==> src/rtl/seq_alu_if.sv <==
// Issue/result handshake bundle for seq_alu: operands and op select in,
// registered result and flags out, each side with valid/ready.
interface seq_alu_if #(
    parameter int WIDTH = 32
);
    logic             in_valid;
    logic             in_ready;
    logic [WIDTH-1:0] A;
    logic [WIDTH-1:0] B;
    logic [3:0]       sel;
    logic             Cin;
    logic             out_valid;
    logic             out_ready;
    logic [WIDTH-1:0] Y;
    logic             Cout;
    logic             Negative;
    logic             Zero;
    logic             Overflow;

    modport master (
        output in_valid, A, B, sel, Cin, out_ready,
        input  in_ready, out_valid, Y, Cout, Negative, Zero, Overflow
    );

    modport slave (
        input  in_valid, A, B, sel, Cin, out_ready,
        output in_ready, out_valid, Y, Cout, Negative, Zero, Overflow
    );
endinterface

==> src/rtl/seq_alu.sv <==
// Handshaked ALU: single-cycle logic/arith/shift ops plus a WIDTH-cycle
// shift-add unsigned multiplier; result and flags held until drained.
module seq_alu #(
    parameter int WIDTH = 32
) (
    input  logic     clk,
    input  logic     rst_n,
    seq_alu_if.slave bus
);
    localparam int CW = $clog2(WIDTH);
    localparam logic [CW-1:0] LAST = CW'(WIDTH - 1);

    localparam logic [3:0] OP_AND  = 4'b0000;
    localparam logic [3:0] OP_OR   = 4'b0001;
    localparam logic [3:0] OP_NOTA = 4'b0010;
    localparam logic [3:0] OP_NOR  = 4'b0011;
    localparam logic [3:0] OP_XOR  = 4'b0100;
    localparam logic [3:0] OP_NAND = 4'b0101;
    localparam logic [3:0] OP_ADD  = 4'b0110;
    localparam logic [3:0] OP_SUB  = 4'b0111;
    localparam logic [3:0] OP_SUBB = 4'b1000;
    localparam logic [3:0] OP_MUL  = 4'b1001;
    localparam logic [3:0] OP_SHL  = 4'b1010;
    localparam logic [3:0] OP_ASL  = 4'b1011;
    localparam logic [3:0] OP_SHR  = 4'b1100;
    localparam logic [3:0] OP_SAR  = 4'b1101;

    typedef enum logic [1:0] {IDLE, MUL, DONE} state_t;

    state_t             state, state_nxt;
    logic [WIDTH-1:0]   mcand, mplier;
    logic [2*WIDTH-1:0] acc, acc_nxt;
    logic [CW-1:0]      cnt;
    logic [WIDTH:0]     mul_sum;
    logic [WIDTH:0]     sum_add, sum_sub, sum_subb;
    logic [WIDTH-1:0]   op_y;
    logic               op_c, op_v;
    logic               is_mul;

    assign is_mul       = (bus.sel == OP_MUL);
    assign bus.in_ready = (state == IDLE);
    assign bus.out_valid = (state == DONE);

    always_ff @(posedge clk) begin
        if (!rst_n) state <= IDLE;
        else        state <= state_nxt;
    end

    always_comb begin
        state_nxt = state;
        case (state)
            IDLE:    if (bus.in_valid) state_nxt = is_mul ? MUL : DONE;
            MUL:     if (cnt == LAST) state_nxt = DONE;
            DONE:    if (bus.out_ready) state_nxt = IDLE;
            default: state_nxt = IDLE;
        endcase
    end

    assign sum_add  = {1'b0, bus.A} + {1'b0, bus.B} + {{WIDTH{1'b0}}, bus.Cin};
    assign sum_sub  = {1'b0, bus.A} + {1'b0, ~bus.B} + {{WIDTH{1'b0}}, 1'b1};
    assign sum_subb = {1'b0, bus.A} + {1'b0, ~bus.B} + {{WIDTH{1'b0}}, bus.Cin};

    // Single-cycle result, evaluated on the live inputs and captured at accept.
    always_comb begin
        op_y = '0;
        op_c = 1'b0;
        op_v = 1'b0;
        case (bus.sel)
            OP_AND:  op_y = bus.A & bus.B;
            OP_OR:   op_y = bus.A | bus.B;
            OP_NOTA: op_y = ~bus.A;
            OP_NOR:  op_y = ~(bus.A | bus.B);
            OP_XOR:  op_y = bus.A ^ bus.B;
            OP_NAND: op_y = ~(bus.A & bus.B);
            OP_ADD: begin
                {op_c, op_y} = sum_add;
                op_v = (bus.A[WIDTH-1] == bus.B[WIDTH-1]) && (op_y[WIDTH-1] != bus.A[WIDTH-1]);
            end
            OP_SUB: begin
                {op_c, op_y} = sum_sub;
                op_v = (bus.A[WIDTH-1] != bus.B[WIDTH-1]) && (op_y[WIDTH-1] != bus.A[WIDTH-1]);
            end
            OP_SUBB: begin
                {op_c, op_y} = sum_subb;
                op_v = (bus.A[WIDTH-1] != bus.B[WIDTH-1]) && (op_y[WIDTH-1] != bus.A[WIDTH-1]);
            end
            OP_SHL, OP_ASL: begin
                op_y = {bus.A[WIDTH-2:0], 1'b0};
                op_c = bus.A[WIDTH-1];
                op_v = bus.A[WIDTH-1] ^ bus.A[WIDTH-2];
            end
            OP_SHR: begin
                op_y = {1'b0, bus.A[WIDTH-1:1]};
                op_c = bus.A[0];
            end
            OP_SAR: begin
                op_y = {bus.A[WIDTH-1], bus.A[WIDTH-1:1]};
                op_c = bus.A[0];
            end
            default: ;
        endcase
    end

    // Shift-add step: conditional add into the upper half, then shift the
    // whole accumulator right with the carry entering at the top.
    assign mul_sum = {1'b0, acc[2*WIDTH-1:WIDTH]} + (mplier[0] ? {1'b0, mcand} : '0);
    assign acc_nxt = {mul_sum, acc[WIDTH-1:1]};

    always_ff @(posedge clk) begin
        if (!rst_n) begin
            mcand        <= '0;
            mplier       <= '0;
            acc          <= '0;
            cnt          <= '0;
            bus.Y        <= '0;
            bus.Cout     <= 1'b0;
            bus.Negative <= 1'b0;
            bus.Zero     <= 1'b0;
            bus.Overflow <= 1'b0;
        end else begin
            case (state)
                IDLE: if (bus.in_valid) begin
                    if (is_mul) begin
                        mcand  <= bus.A;
                        mplier <= bus.B;
                        acc    <= '0;
                        cnt    <= '0;
                    end else begin
                        bus.Y        <= op_y;
                        bus.Cout     <= op_c;
                        bus.Negative <= op_y[WIDTH-1];
                        bus.Zero     <= (op_y == '0);
                        bus.Overflow <= op_v;
                    end
                end
                MUL: begin
                    acc    <= acc_nxt;
                    mplier <= mplier >> 1;
                    cnt    <= cnt + CW'(1);
                    if (cnt == LAST) begin
                        bus.Y        <= acc_nxt[WIDTH-1:0];
                        bus.Cout     <= 1'b0;
                        bus.Negative <= acc_nxt[WIDTH-1];
                        bus.Zero     <= (acc_nxt[WIDTH-1:0] == '0);
                        bus.Overflow <= |acc_nxt[2*WIDTH-1:WIDTH];
                    end
                end
                default: ;
            endcase
        end
    end
endmodule

==> src/flat_wrapper.sv <==
// flat-port wrapper written by rule: the top's interface ports become plain ports
module seq_alu_flat 
#(
    parameter int WIDTH = 32
)
  (clk, rst_n, bus_in_valid, bus_A, bus_B, bus_sel, bus_Cin, bus_out_ready, bus_in_ready, bus_out_valid, bus_Y, bus_Cout, bus_Negative, bus_Zero, bus_Overflow);
  seq_alu_if #(.WIDTH(WIDTH)) bus_i ();
  input  logic clk;
  input  logic rst_n;
  input wire logic [$bits(bus_i.in_valid)-1:0] bus_in_valid;
  input wire logic [$bits(bus_i.A)-1:0] bus_A;
  input wire logic [$bits(bus_i.B)-1:0] bus_B;
  input wire logic [$bits(bus_i.sel)-1:0] bus_sel;
  input wire logic [$bits(bus_i.Cin)-1:0] bus_Cin;
  input wire logic [$bits(bus_i.out_ready)-1:0] bus_out_ready;
  output wire logic [$bits(bus_i.in_ready)-1:0] bus_in_ready;
  output wire logic [$bits(bus_i.out_valid)-1:0] bus_out_valid;
  output wire logic [$bits(bus_i.Y)-1:0] bus_Y;
  output wire logic [$bits(bus_i.Cout)-1:0] bus_Cout;
  output wire logic [$bits(bus_i.Negative)-1:0] bus_Negative;
  output wire logic [$bits(bus_i.Zero)-1:0] bus_Zero;
  output wire logic [$bits(bus_i.Overflow)-1:0] bus_Overflow;
  assign bus_i.in_valid = bus_in_valid;
  assign bus_i.A = bus_A;
  assign bus_i.B = bus_B;
  assign bus_i.sel = bus_sel;
  assign bus_i.Cin = bus_Cin;
  assign bus_i.out_ready = bus_out_ready;
  assign bus_in_ready = bus_i.in_ready;
  assign bus_out_valid = bus_i.out_valid;
  assign bus_Y = bus_i.Y;
  assign bus_Cout = bus_i.Cout;
  assign bus_Negative = bus_i.Negative;
  assign bus_Zero = bus_i.Zero;
  assign bus_Overflow = bus_i.Overflow;
  seq_alu #(.WIDTH(WIDTH)) u_core (.clk(clk), .rst_n(rst_n), .bus(bus_i));
endmodule
==> config.mk <==
export PLATFORM = sky130hd
export DESIGN_NAME = seq_alu_flat
export DESIGN_NICKNAME = d
export VERILOG_FILES = /design/src/rtl/seq_alu_if.sv /design/src/rtl/seq_alu.sv /design/src/flat_wrapper.sv
export SDC_FILE = /design/constraint.sdc
export NUM_CORES = 1
export LEC_CHECK = 0
export CAP_MARGIN = 25
export CORE_UTILIZATION = 56
export CTS_CLUSTER_DIAMETER = 200
export DETAILED_ROUTE_END_ITERATION = 8
export PLACE_DENSITY = 0.76
export SLEW_MARGIN = 20
export SYNTH_ARGS = -nofsm -noshare
export SYNTH_HDL_FRONTEND = slang
export SYNTH_SLANG_ARGS = --single-unit
==> constraint.sdc <==
create_clock -name clk -period 14.2 [get_ports clk]
set_input_delay 1.42 -clock clk [delete_from_list [all_inputs] [get_ports clk]]
set_output_delay 1.42 -clock clk [all_outputs]
set_load 0.05 [all_outputs]
After elaboration in Yosys (flattened, before gate mapping)
Index checks and enable logic that the tools add are counted.
{ "totals": {"register_bits": 171, "inputBits": 73, "output_inout_bits": 38, "wordCells": 104} }
{ "classes": {"add_sub_neg": 7, "n_eq_ne": 26, "mux": 38, "n_bitwise": 8, "n_reduce_logical": 15} }
{ "ops": {"columns": ["op", "n"], "rows": [
  ["32-bit one-hot mux with 12 select lines", 1],
  ["32-bit two-way mux", 6],
  ["64-bit two-way mux", 2],
  ["32-bit inverter", 4],
  ["32-bit one-hot mux with 2 select lines", 2],
  ["64-bit one-hot mux with 2 select lines", 1],
  ["32-bit by 32-bit adder with 33-bit output", 2],
  ["33-bit by 1-bit adder with 33-bit output", 2],
  ["32-bit zero test", 2],
  ["32-bit by 33-bit adder with 33-bit output", 1],
  ["33-bit by 1-bit adder with 33-bit output (second input constant)", 1],
  ["32-bit AND", 1],
  ["32-bit bitwise OR", 1],
  ["32-bit OR reduction", 1],
  ["32-bit XOR", 1],
  ["4-bit equality test (second input constant)", 6],
  ["4-bit by 3-bit equality test with 1-bit output (second input constant)", 4],
  ["1-bit two-way mux", 12],
  ["5-bit two-way mux", 2],
  ["5-bit one-hot mux with 2 select lines", 1],
  ["3-bit AND reduction", 3],
  ["4-bit by 2-bit equality test with 1-bit output (second input constant)", 2],
  ["2-bit two-way mux", 4],
  ["1-bit one-hot mux with 2 select lines", 4],
  ["other kinds (19)", 28]
]} }

Longest topological paths before layout
Gate-level depths: netlist of the first run.
{ "logic_depth": {"word_depth": 9, "mapped_depth": 18, "ltp_nobuf": 18} }

Least setup slack after synthesis of the first run
Ideal clock, no wire load.
{ "synth_timing": {"path_type": "in2reg", "start": "input bus_B[0]", "end": "register u_core.bus.Zero", "setup_time_ns": 0.060, "arrival_time_ns": 5.221, "required_time_ns": 14.140, "path_slack_ns": 8.919, "stages": 18, "path_buffers": 1, "path_cell_list": "inv_1 > ha_1 > fa_1 > nor2b_1 > o21ai_1 > xnor2_1 > a2111o_1 > or3_1 > buf_4 > nor3_4 > nand4_2 > o21ai_1 > a21boi_1 > or3_1 > nor4_1 > nand4_1 > nor4_1 > a32o_1"} }
{ "synth_between": {"elab_chain_cells": 8, "elab_cells_between_ends": 16, "classes_between": "add/sub (5); mux (4); bitwise (6); reduce/logical (1)"} }
{ "synth_rtl": {"columns": ["item", "line", "source"], "rows": [
  ["from (decl)", "flat_wrapper.sv:12", "input wire logic [$bits(bus_i.B)-1:0] bus_B;"],
  ["32-bit inverter", "seq_alu.sv:60, seq_alu.sv:61", null],
  ["32-bit by 32-bit adder with 33-bit output", "seq_alu.sv:60, seq_alu.sv:61", null],
  ["33-bit by 1-bit adder with 33-bit output, on equally long branches", "seq_alu.sv:61, seq_alu.sv:60", null],
  ["32-bit one-hot mux with 12 select lines (*)", "seq_alu.sv:68", "case (bus.sel)"],
  ["32-bit zero test (*)", "seq_alu.sv:132", "bus.Zero <= (op_y == '0);"],
  ["1-bit two-way mux (*)", "seq_alu.sv:123", "if (is_mul) begin"],
  ["1-bit two-way mux (*)", "seq_alu.sv:122", "IDLE: if (bus.in_valid) begin"],
  ["1-bit one-hot mux with 2 select lines (*)", "seq_alu.sv:121", "case (state)"],
  ["to (signal assigned)", "seq_alu.sv:132", null],
  ["to (signal assigned)", "seq_alu.sv:144", "bus.Zero <= (acc_nxt[WIDTH-1:0] == '0);"],
  ["to (decl)", "seq_alu_if.sv:27", "output in_ready, out_valid, Y, Cout, Negative, Zero, Overflow"]
]} }
Every way passes the cells marked *; elsewhere a longest branch is shown, timed or not. The select of a mux whose other input is x is not followed.
A chain may end at the register's enable or synchronous reset.

Final worst setup path of the first run
{ "layout_timing": {"start": "input bus_A[0]", "end": "register u_core.bus.Y[31]"} }
{ "layout_between": {"elab_chain_cells": 6, "elab_cells_between_ends": 9, "classes_between": "add/sub (5); mux (4)"} }
{ "layout_rtl": {"columns": ["item", "line", "source"], "rows": [
  ["from (decl)", "flat_wrapper.sv:11", "input wire logic [$bits(bus_i.A)-1:0] bus_A;"],
  ["32-bit by 32-bit adder with 33-bit output, on equally long branches", "seq_alu.sv:60, seq_alu.sv:61, seq_alu.sv:59", null],
  ["33-bit by 1-bit adder with 33-bit output, on equally long branches", "seq_alu.sv:61, seq_alu.sv:59, seq_alu.sv:60", null],
  ["32-bit one-hot mux with 12 select lines (*)", "seq_alu.sv:68", null],
  ["32-bit two-way mux (*)", "seq_alu.sv:123", null],
  ["32-bit two-way mux (*)", "seq_alu.sv:122", null],
  ["32-bit one-hot mux with 2 select lines (*)", "seq_alu.sv:121", null],
  ["to (signal assigned)", "seq_alu.sv:129", "bus.Y <= op_y;"],
  ["to (signal assigned)", "seq_alu.sv:141", "bus.Y <= acc_nxt[WIDTH-1:0];"],
  ["to (decl)", "seq_alu_if.sv:27", null]
]} }
Marks and branches as above.

==> impl_metrics.xml, run 1 <==
<?xml version="1.0" encoding="UTF-8"?>
<metrics>
  <group name="global_routing">
    <metric name="busiest_layer" unit="">met2</metric>
    <metric name="grt_first_pass_wirelength" unit="mm">87.9</metric>
    <metric name="pin_count_of_the_biggest_net_entering_global_routing" unit="">97</metric>
    <metric name="antenna_found_initial" unit="">0</metric>
    <metric name="grt.met3_usage" unit="%">7.79</metric>
    <metric name="grtUsageMet2" unit="%">58.0</metric>
    <metric name="grt.total_usage" unit="%">36.4</metric>
    <metric name="number_of_global_route_vias_before_repair" unit="">16067</metric>
    <metric name="grt.met1_usage" unit="%">47.2</metric>
    <metric name="total_congestion_overflow_after_global_routing" unit="">0</metric>
  </group>
  <group name="logic_synthesis">
    <metric name="synth.top_cell.area_share" unit="%">20.4</metric>
    <metric name="yosys.cell_types.count" unit="">93</metric>
    <metric name="synth.avg_cell_area" unit="µm²">7.42</metric>
    <metric name="synth_area_leader" unit="">sky130_fd_sc_hd__dfxtp_1</metric>
    <metric name="synthTopCellsByArea" unit="">sky130_fd_sc_hd__dfxtp_1 20%, sky130_fd_sc_hd__ha_1 10%, sky130_fd_sc_hd__nand2_1 5.3%</metric>
    <metric name="synth-async-reset-ratio" unit="%">0</metric>
    <metric name="yosys_register_bits" unit="">169</metric>
    <metric name="synthFlopType" unit="">sky130_fd_sc_hd__dfxtp_1</metric>
    <metric name="yosys_warnings" unit="">0</metric>
    <metric name="synth_fp_nets" unit="">2449</metric>
    <metric name="seq_area_frac_synth" unit="%">20.4</metric>
    <metric name="syn-instance-count" unit="">2239</metric>
    <metric name="post_syn_area" unit="µm²">16600</metric>
    <metric name="synth_enable_flop_cells" unit="">0</metric>
  </group>
  <group name="final_layout">
    <metric name="fill_cells" unit="">2603</metric>
    <metric name="nets" unit="">2448</metric>
    <metric name="drive_above_1_share" unit="%">5.20</metric>
    <metric name="final_util" unit="%">63.6</metric>
    <metric name="antenna_cells" unit="">0</metric>
    <metric name="syn_to_final_growth" unit="%">10.7</metric>
  </group>
  <group name="drt">
    <metric name="routed-via-count" unit="">17307</metric>
    <metric name="drt-vias-per-instance" unit="">6.57</metric>
    <metric name="drt_first_iter_violations" unit="">1727</metric>
    <metric name="drt_first_pass_iters" unit="">6</metric>
    <metric name="drt-wirelength-per-cell" unit="µm">21.3</metric>
    <metric name="route.final.wire_length" unit="mm">56.1</metric>
    <metric name="ant_nets" unit="">0</metric>
    <metric name="drt_drc_violations_left" unit="">0</metric>
  </group>
  <group name="hold_path">
    <metric name="worst_hold_path.num_cells" unit="">2</metric>
    <metric name="min_path_type" unit="">flip-flop to flip-flop</metric>
    <metric name="hold_path_end" unit="">u_core.mcand[18]</metric>
    <metric name="holdCritStartpoint" unit="">u_core.mcand[18]</metric>
  </group>
  <group name="sta">
    <metric name="period_needed" unit="ns">6.33</metric>
    <metric name="timing_worst_slew_pin_value" unit="ns">0.952</metric>
    <metric name="final_max_slew_viol_count" unit="">0</metric>
    <metric name="timing.final.crit_share" unit="%">44.6</metric>
    <metric name="achievable-frequency" unit="GHz">0.158</metric>
    <metric name="clock-skew-final" unit="ns">0.0114</metric>
    <metric name="final_number_of_hold_violating_endpoints" unit="">0</metric>
    <metric name="setup_repair_after_global_routing_missed_its_margin" unit="">false</metric>
    <metric name="slew-limit-headroom" unit="%">36.1</metric>
    <metric name="accumulated_negative_setup_slack" unit="ns">0</metric>
    <metric name="setup_viol" unit="">0</metric>
  </group>
  <group name="critical_path">
    <metric name="cp_max_fo" unit="">9</metric>
    <metric name="r2r_cells" unit="">17</metric>
    <metric name="worstReg2RegStart" unit="">u_core.mplier[0]</metric>
    <metric name="worst-endpoint-required" unit="ns">14.55</metric>
    <metric name="regToRegSetupSlack" unit="ns">8.46</metric>
    <metric name="endpoint_kind" unit="">flip-flop</metric>
    <metric name="worstReg2RegEnd" unit="">u_core.bus.Overflow</metric>
    <metric name="cp.arrival" unit="ns">6.67</metric>
    <metric name="timing.critical_path.from_type" unit="">input pin</metric>
    <metric name="criticalPathCategory" unit="">input pin to flip-flop</metric>
    <metric name="timing.critical_path.from" unit="">bus_A[0]</metric>
  </group>
  <group name="clocking">
    <metric name="postCtsSetupBuffers" unit="">0</metric>
    <metric name="clk_transition_reported_paths" unit="ns">0.08</metric>
    <metric name="post_cts_sizing_count" unit="">0</metric>
    <metric name="cts.sink_count" unit="">169</metric>
    <metric name="holdBufCountCts" unit="">0</metric>
    <metric name="cts-root-buf" unit="">sky130_fd_sc_hd__clkbuf_16</metric>
    <metric name="cts-root-to-sink-buffers" unit="">2</metric>
    <metric name="cts-htree-levels" unit="">4</metric>
    <metric name="cts_tree" unit="">done</metric>
    <metric name="clk_latency" unit="ns">0.46</metric>
    <metric name="cts_bufs_inserted" unit="">17</metric>
  </group>
  <group name="die">
    <metric name="starting_density_of_the_core" unit="%">57.4</metric>
    <metric name="io_pins" unit="">111</metric>
    <metric name="core-area" unit="µm²">28900</metric>
    <metric name="die_width" unit="µm">174</metric>
    <metric name="rows" unit="">62</metric>
    <metric name="floorplan.die.height" unit="µm">174</metric>
    <metric name="die_outline_area" unit="µm²">30400</metric>
  </group>
  <group name="power">
    <metric name="report.power.total" unit="mW">1.51</metric>
    <metric name="ir_drop_worst_case_vdd" unit="µV">84.7</metric>
    <metric name="power_density" unit="nW/µm²">82.2</metric>
    <metric name="power.leakage" unit="nW">7.08</metric>
  </group>
  <group name="placed_design">
    <metric name="finalWeightedCongestion" unit="">0.989</metric>
    <metric name="placement.io_buffers" unit="">110</metric>
    <metric name="hpwlAfterDp" unit="mm">41.1</metric>
  </group>
  <group name="outcome">
    <metric name="outcome" unit="">finished clean</metric>
  </group>
  <group name="job">
    <metric name="cap_viol_max_count" unit="">0</metric>
  </group>
</metrics>
-- cells in the mapped netlist, drive strengths merged (40+ instances only) --
master  instances
a211oi         55
a21boi         70
a21oi         118
a22oi          79
and2           52
clkbuf        122
dfxtp         169
ha            133
inv           107
nand2         233
nand3          47
nor2          190
nor2b          84
nor3           57
nor3b          40
o21ai          83
xnor2          96
-- state kept, by name, summed over array words and instances, names as in the netlist --
register / cells
u_core.mcand: 32
u_core.acc: 63
u_core.bus.Y: 32
u_core.bus.Cout: 1
u_core.mplier: 32
u_core.bus.Overflow: 1
u_core.cnt: 5
u_core.state: 2
u_core.bus.Zero: 1
-- layout make-up --
cell class                 instances  area, µm²  area share, %
clock buffer                      18        439           2.39
multi-input combinational       1808      12200           66.6
sequential                       169       3380           18.4
inverter                         109        409           2.22
timing repair buffer             133       1260           6.83
tap                              384        480           2.61
clock inverter                    14        180          0.979
-- worst max-delay path, stage by stage --
cell                              delay (ns)
sky130_fd_sc_hd__clkdlybuf4s50_1        0.69
sky130_fd_sc_hd__ha_1                   0.31
sky130_fd_sc_hd__fa_1                   0.25
sky130_fd_sc_hd__nor2b_1                0.26
sky130_fd_sc_hd__o211a_1                0.26
sky130_fd_sc_hd__o21a_1                 0.16
sky130_fd_sc_hd__a31oi_1                0.13
sky130_fd_sc_hd__o31ai_1                0.59
sky130_fd_sc_hd__xnor2_1                0.31
sky130_fd_sc_hd__and4b_1                0.39
sky130_fd_sc_hd__nand3_1                0.29
sky130_fd_sc_hd__nor3_1                 0.58
sky130_fd_sc_hd__nor4b_2                0.31
sky130_fd_sc_hd__o31ai_1                0.12
sky130_fd_sc_hd__a211oi_2               0.26
sky130_fd_sc_hd__o221ai_1               0.15
sky130_fd_sc_hd__and2_1                 0.20
-- metrics by stage --
stage,hold WS (ns),cells,instance area (µm²),setup slack [ns]
after global placement,0.447,2603,17800,7.63
after CTS,0.464,2635,18400,8.02
after global routing,0.487,2635,18400,7.63
final,0.460,2635,18400,7.87
after detailed placement,0.454,2603,17800,7.57
after floorplan,0.439,2239,16600,8.92
-- placed cells by master (no fill, tap or decap), types with 50 or more instances in the layout --
cell / n
sky130_fd_sc_hd__xnor2_1: 96
sky130_fd_sc_hd__nor2_1: 187
sky130_fd_sc_hd__clkdlybuf4s50_1: 106
sky130_fd_sc_hd__nor2b_1: 82
sky130_fd_sc_hd__o21ai_0: 75
sky130_fd_sc_hd__and2_1: 52
sky130_fd_sc_hd__a22oi_1: 79
sky130_fd_sc_hd__inv_1: 104
sky130_fd_sc_hd__nand2_1: 233
sky130_fd_sc_hd__a21oi_1: 115
sky130_fd_sc_hd__a21boi_0: 69
sky130_fd_sc_hd__a211oi_1: 50
sky130_fd_sc_hd__dfxtp_1: 169
sky130_fd_sc_hd__ha_1: 133
-- per-layer routing --
layer	part of all wire, %	wire, µm	vias up
met5	0	0	-
met4	4.0	2250	0
met3	8.7	4870	151
met2	45	25200	812
met1	42	23800	8213
li1	-	-	8131
-- power by group --
part           internal [mW]  total, mW  switching, mW
registers              0.486      0.497         0.0116
logic                  0.188      0.517          0.329
clock network          0.259      0.498          0.239
total                  0.932       1.51          0.580
-- worst max path at each step --
stage | to | slack (ns) | depth (start not counted)
after floorplan | u_core.bus.Zero | 8.92 | 18
after global placement | u_core.bus.Zero | 7.63 | 17
after detailed placement | u_core.bus.Y[31] | 7.57 | 18
after CTS | u_core.bus.Y[31] | 8.02 | 18
after global routing | u_core.bus.Zero | 7.63 | 17
final | u_core.bus.Y[31] | 7.87 | 17
-- cells by family after synthesis --
family | count (synthesis) | share of synthesized area, %
fa+ha+maj | 137 | 10.5
flops | 169 | 20.4
mux | 4 | 0.241
compound gates | 708 | 30.7
buf+inv | 262 | 6.11
xor+xnor | 128 | 6.88
simple gates | 831 | 25.2
No activity file was read; power rests on OpenSTA's default activity.
==> run 2: changes to the inputs <==
--- a/config.mk
+++ b/config.mk
@@ -9,7 +9,7 @@
 export CORE_UTILIZATION = 56
 export CTS_CLUSTER_DIAMETER = 200
 export DETAILED_ROUTE_END_ITERATION = 8
-export PLACE_DENSITY = 0.76
+export PLACE_DENSITY = 0.79
 export SLEW_MARGIN = 20
 export SYNTH_ARGS = -nofsm -noshare
 export SYNTH_HDL_FRONTEND = slang
==> constraint.sdc (replaced) <==
create_clock -name clk -period 5.8 [get_ports clk]
set_input_delay 0.58 -clock clk [delete_from_list [all_inputs] [get_ports clk]]
set_output_delay 0.58 -clock clk [all_outputs]
set_load 0.05 [all_outputs]
==> impl_metrics.xml, run 2 (synthesized netlist as in run 1, its figures left out) <==
<?xml version="1.0" encoding="UTF-8"?>
<metrics>
  <group name="outcome">
    <metric name="outcome" unit="">finished with violations</metric>
    <metric name="failed_checks" unit="">design-rule violations</metric>
  </group>
  <group name="critical_path">
    <metric name="critical_path.slowest_cell" unit="">sky130_fd_sc_hd__or4_1</metric>
    <metric name="cp_max_fo" unit="">15</metric>
    <metric name="critical-path-top-cell-by-count" unit="">sky130_fd_sc_hd__or4_1</metric>
    <metric name="cp.arrival" unit="ns">5.83</metric>
    <metric name="timing.critical_path.from" unit="">u_core.mplier[0]</metric>
    <metric name="timing.critical_path.from_type" unit="">flip-flop</metric>
    <metric name="worstPathCellList" unit="">and2_1 -&gt; ha_1 -&gt; fa_1 -&gt; a21oi_2 -&gt; o21ai_1 -&gt; a21oi_2 -&gt; o21ai_1 -&gt; xor2_1 -&gt; or4_1 -&gt; nor3_1 -&gt; nand4b_1 -&gt; or4_1 -&gt; or4_1 -&gt; or4_1 -&gt; nor3b_1 -&gt; a41oi_1 -&gt; a211o_1</metric>
    <metric name="cp_num_buf_inv" unit="">0</metric>
    <metric name="criticalPathCategory" unit="">flip-flop to flip-flop</metric>
    <metric name="endpoint_kind" unit="">flip-flop</metric>
    <metric name="worst-endpoint-required" unit="ns">6.15</metric>
    <metric name="worst_path_largest_cell_delay" unit="ns">0.55</metric>
    <metric name="timing.critical_path.max_delay_family" unit="">simple AND/OR/NAND/NOR gates</metric>
    <metric name="worstReg2RegStart" unit="">u_core.mplier[0]</metric>
  </group>
  <group name="die">
    <metric name="io_pins" unit="">111</metric>
    <metric name="die_width" unit="µm">174</metric>
    <metric name="starting_density_of_the_core" unit="%">57.4</metric>
    <metric name="core-area" unit="µm²">28900</metric>
    <metric name="rows" unit="">62</metric>
    <metric name="die_outline_area" unit="µm²">30400</metric>
    <metric name="floorplan.die.height" unit="µm">174</metric>
  </group>
  <group name="drt">
    <metric name="route.final.wire_length" unit="mm">58.5</metric>
    <metric name="drt_drc_violations_left" unit="">1</metric>
    <metric name="routed-via-count" unit="">17702</metric>
    <metric name="drt_first_iter_violations" unit="">1939</metric>
    <metric name="drt-vias-per-instance" unit="">6.57</metric>
    <metric name="drt-wirelength-per-cell" unit="µm">21.7</metric>
    <metric name="drt_first_pass_iters" unit="">9</metric>
    <metric name="ant_nets" unit="">0</metric>
  </group>
  <group name="placed_design">
    <metric name="placement.io_buffers" unit="">110</metric>
    <metric name="hpwlAfterDp" unit="mm">44.1</metric>
    <metric name="detailed_place.area" unit="µm²">18200</metric>
    <metric name="finalWeightedCongestion" unit="">0.970</metric>
    <metric name="place_ws" unit="ns">0.0977</metric>
  </group>
  <group name="sta">
    <metric name="timing.final.ws_setup" unit="ns">0.322</metric>
    <metric name="final_number_of_hold_violating_endpoints" unit="">0</metric>
    <metric name="final_max_slew_viol_count" unit="">0</metric>
    <metric name="setup_repair_after_global_routing_missed_its_margin" unit="">false</metric>
    <metric name="timing_worst_slew_pin_value" unit="ns">0.941</metric>
    <metric name="fin_hold_ws" unit="ns">0.462</metric>
    <metric name="period_needed" unit="ns">5.48</metric>
    <metric name="accumulated_negative_setup_slack" unit="ns">0</metric>
    <metric name="clock-skew-final" unit="ns">0.0119</metric>
    <metric name="timing.final.crit_share" unit="%">94.4</metric>
    <metric name="slew-limit-headroom" unit="%">37.0</metric>
    <metric name="setup_viol" unit="">0</metric>
    <metric name="achievable-frequency" unit="GHz">0.183</metric>
  </group>
  <group name="hold_path">
    <metric name="min_path_type" unit="">flip-flop to flip-flop</metric>
    <metric name="holdCritStartpoint" unit="">u_core.mcand[28]</metric>
  </group>
  <group name="clocking">
    <metric name="holdBufCountCts" unit="">0</metric>
    <metric name="cts_bufs_inserted" unit="">17</metric>
    <metric name="cts.sink_count" unit="">169</metric>
    <metric name="cts_tree" unit="">done</metric>
    <metric name="postCtsSetupBuffers" unit="">0</metric>
    <metric name="cts-htree-levels" unit="">4</metric>
    <metric name="cts-root-buf" unit="">sky130_fd_sc_hd__clkbuf_16</metric>
    <metric name="clk_latency" unit="ns">0.46</metric>
    <metric name="post_cts_sizing_count" unit="">0</metric>
    <metric name="cts-root-to-sink-buffers" unit="">2</metric>
    <metric name="clk_transition_reported_paths" unit="ns">0.08</metric>
  </group>
  <group name="power">
    <metric name="ir_drop_worst_case_vdd" unit="µV">226</metric>
    <metric name="power.leakage" unit="nW">7.35</metric>
    <metric name="power_density" unit="nW/µm²">199</metric>
  </group>
  <group name="global_routing">
    <metric name="antenna_found_initial" unit="">0</metric>
    <metric name="total_congestion_overflow_after_global_routing" unit="">0</metric>
    <metric name="pin_count_of_the_biggest_net_entering_global_routing" unit="">89</metric>
    <metric name="grt.total_usage" unit="%">38.2</metric>
    <metric name="number_of_global_route_vias_before_repair" unit="">16624</metric>
    <metric name="grt_first_pass_wirelength" unit="mm">92.1</metric>
  </group>
  <group name="final_layout">
    <metric name="syn_to_final_growth" unit="%">13.3</metric>
    <metric name="registers.top_by_ff_count" unit="">u_core.acc</metric>
    <metric name="fill_cells" unit="">2578</metric>
    <metric name="largest_register_ffs" unit="">63</metric>
    <metric name="sequential_cell_area" unit="µm²">3380</metric>
    <metric name="drive_above_1_share" unit="%">7.62</metric>
    <metric name="finalInstanceArea" unit="µm²">18800</metric>
    <metric name="multiInputGateArea" unit="µm²">12200</metric>
    <metric name="layout.cells.most_common" unit="">sky130_fd_sc_hd__nand2_1</metric>
    <metric name="final_cell_mix" unit="">233 x sky130_fd_sc_hd__nand2_1, 187 x sky130_fd_sc_hd__nor2_1, 169 x sky130_fd_sc_hd__dfxtp_1</metric>
    <metric name="antenna_cells" unit="">0</metric>
    <metric name="final_util" unit="%">65.0</metric>
    <metric name="nets" unit="">2507</metric>
  </group>
  <group name="job">
    <metric name="cap_viol_max_count" unit="">0</metric>
  </group>
</metrics>
==> run 2: tightest hold or removal path, stage by stage, from the launching register on <==
cell,delay [ns]
sky130_fd_sc_hd__dfxtp_1,0.31
sky130_fd_sc_hd__nand2_1,0.04
sky130_fd_sc_hd__a21boi_0,0.06
==> run 2: stage by stage <==
stage               total power [mW]  cells
floorplan                       2.11   2239
global placement                2.53   2662
detailed placement              2.53   2662
CTS                             3.73   2694
global route                    3.90   2694
finish                          3.75   2694
==> run 2: per-layer routing <==
layer  wire length (µm)  global-route usage [%]
met3               4910                    5.56
met5                  0                       0
met4               2400                    18.0
met2              26300                    60.7
met1              24900                    50.8
==> run 2: path summary, 6_finish.rpt <==
check	end	slack, ns	cells after the start
hold reg to reg	u_core.mcand[28]	0.46	2
setup / recovery	u_core.bus.Overflow	0.32	17
setup reg to reg	u_core.bus.Overflow	0.32	17
hold / removal	u_core.mcand[28]	0.46	2
==> run 2: area by class of cell <==
class                           instances  share of cell area [%]
Clock buffer                           17                    2.26
Clock inverter                         15                   0.931
Inverter                              109                    2.17
Multi-Input combinational cell       1808                    65.1
Sequential cell                       169                    18.0
Tap cell                              384                    2.55
Timing Repair Buffer                  192                    9.03
==> run 2: where the power goes <==
group	internal, mW	switching [mW]	total [mW]
Combinational	0.506	0.827	1.33
Clock	0.583	0.618	1.20
Sequential	1.19	0.0255	1.21
Total	2.28	1.47	3.75
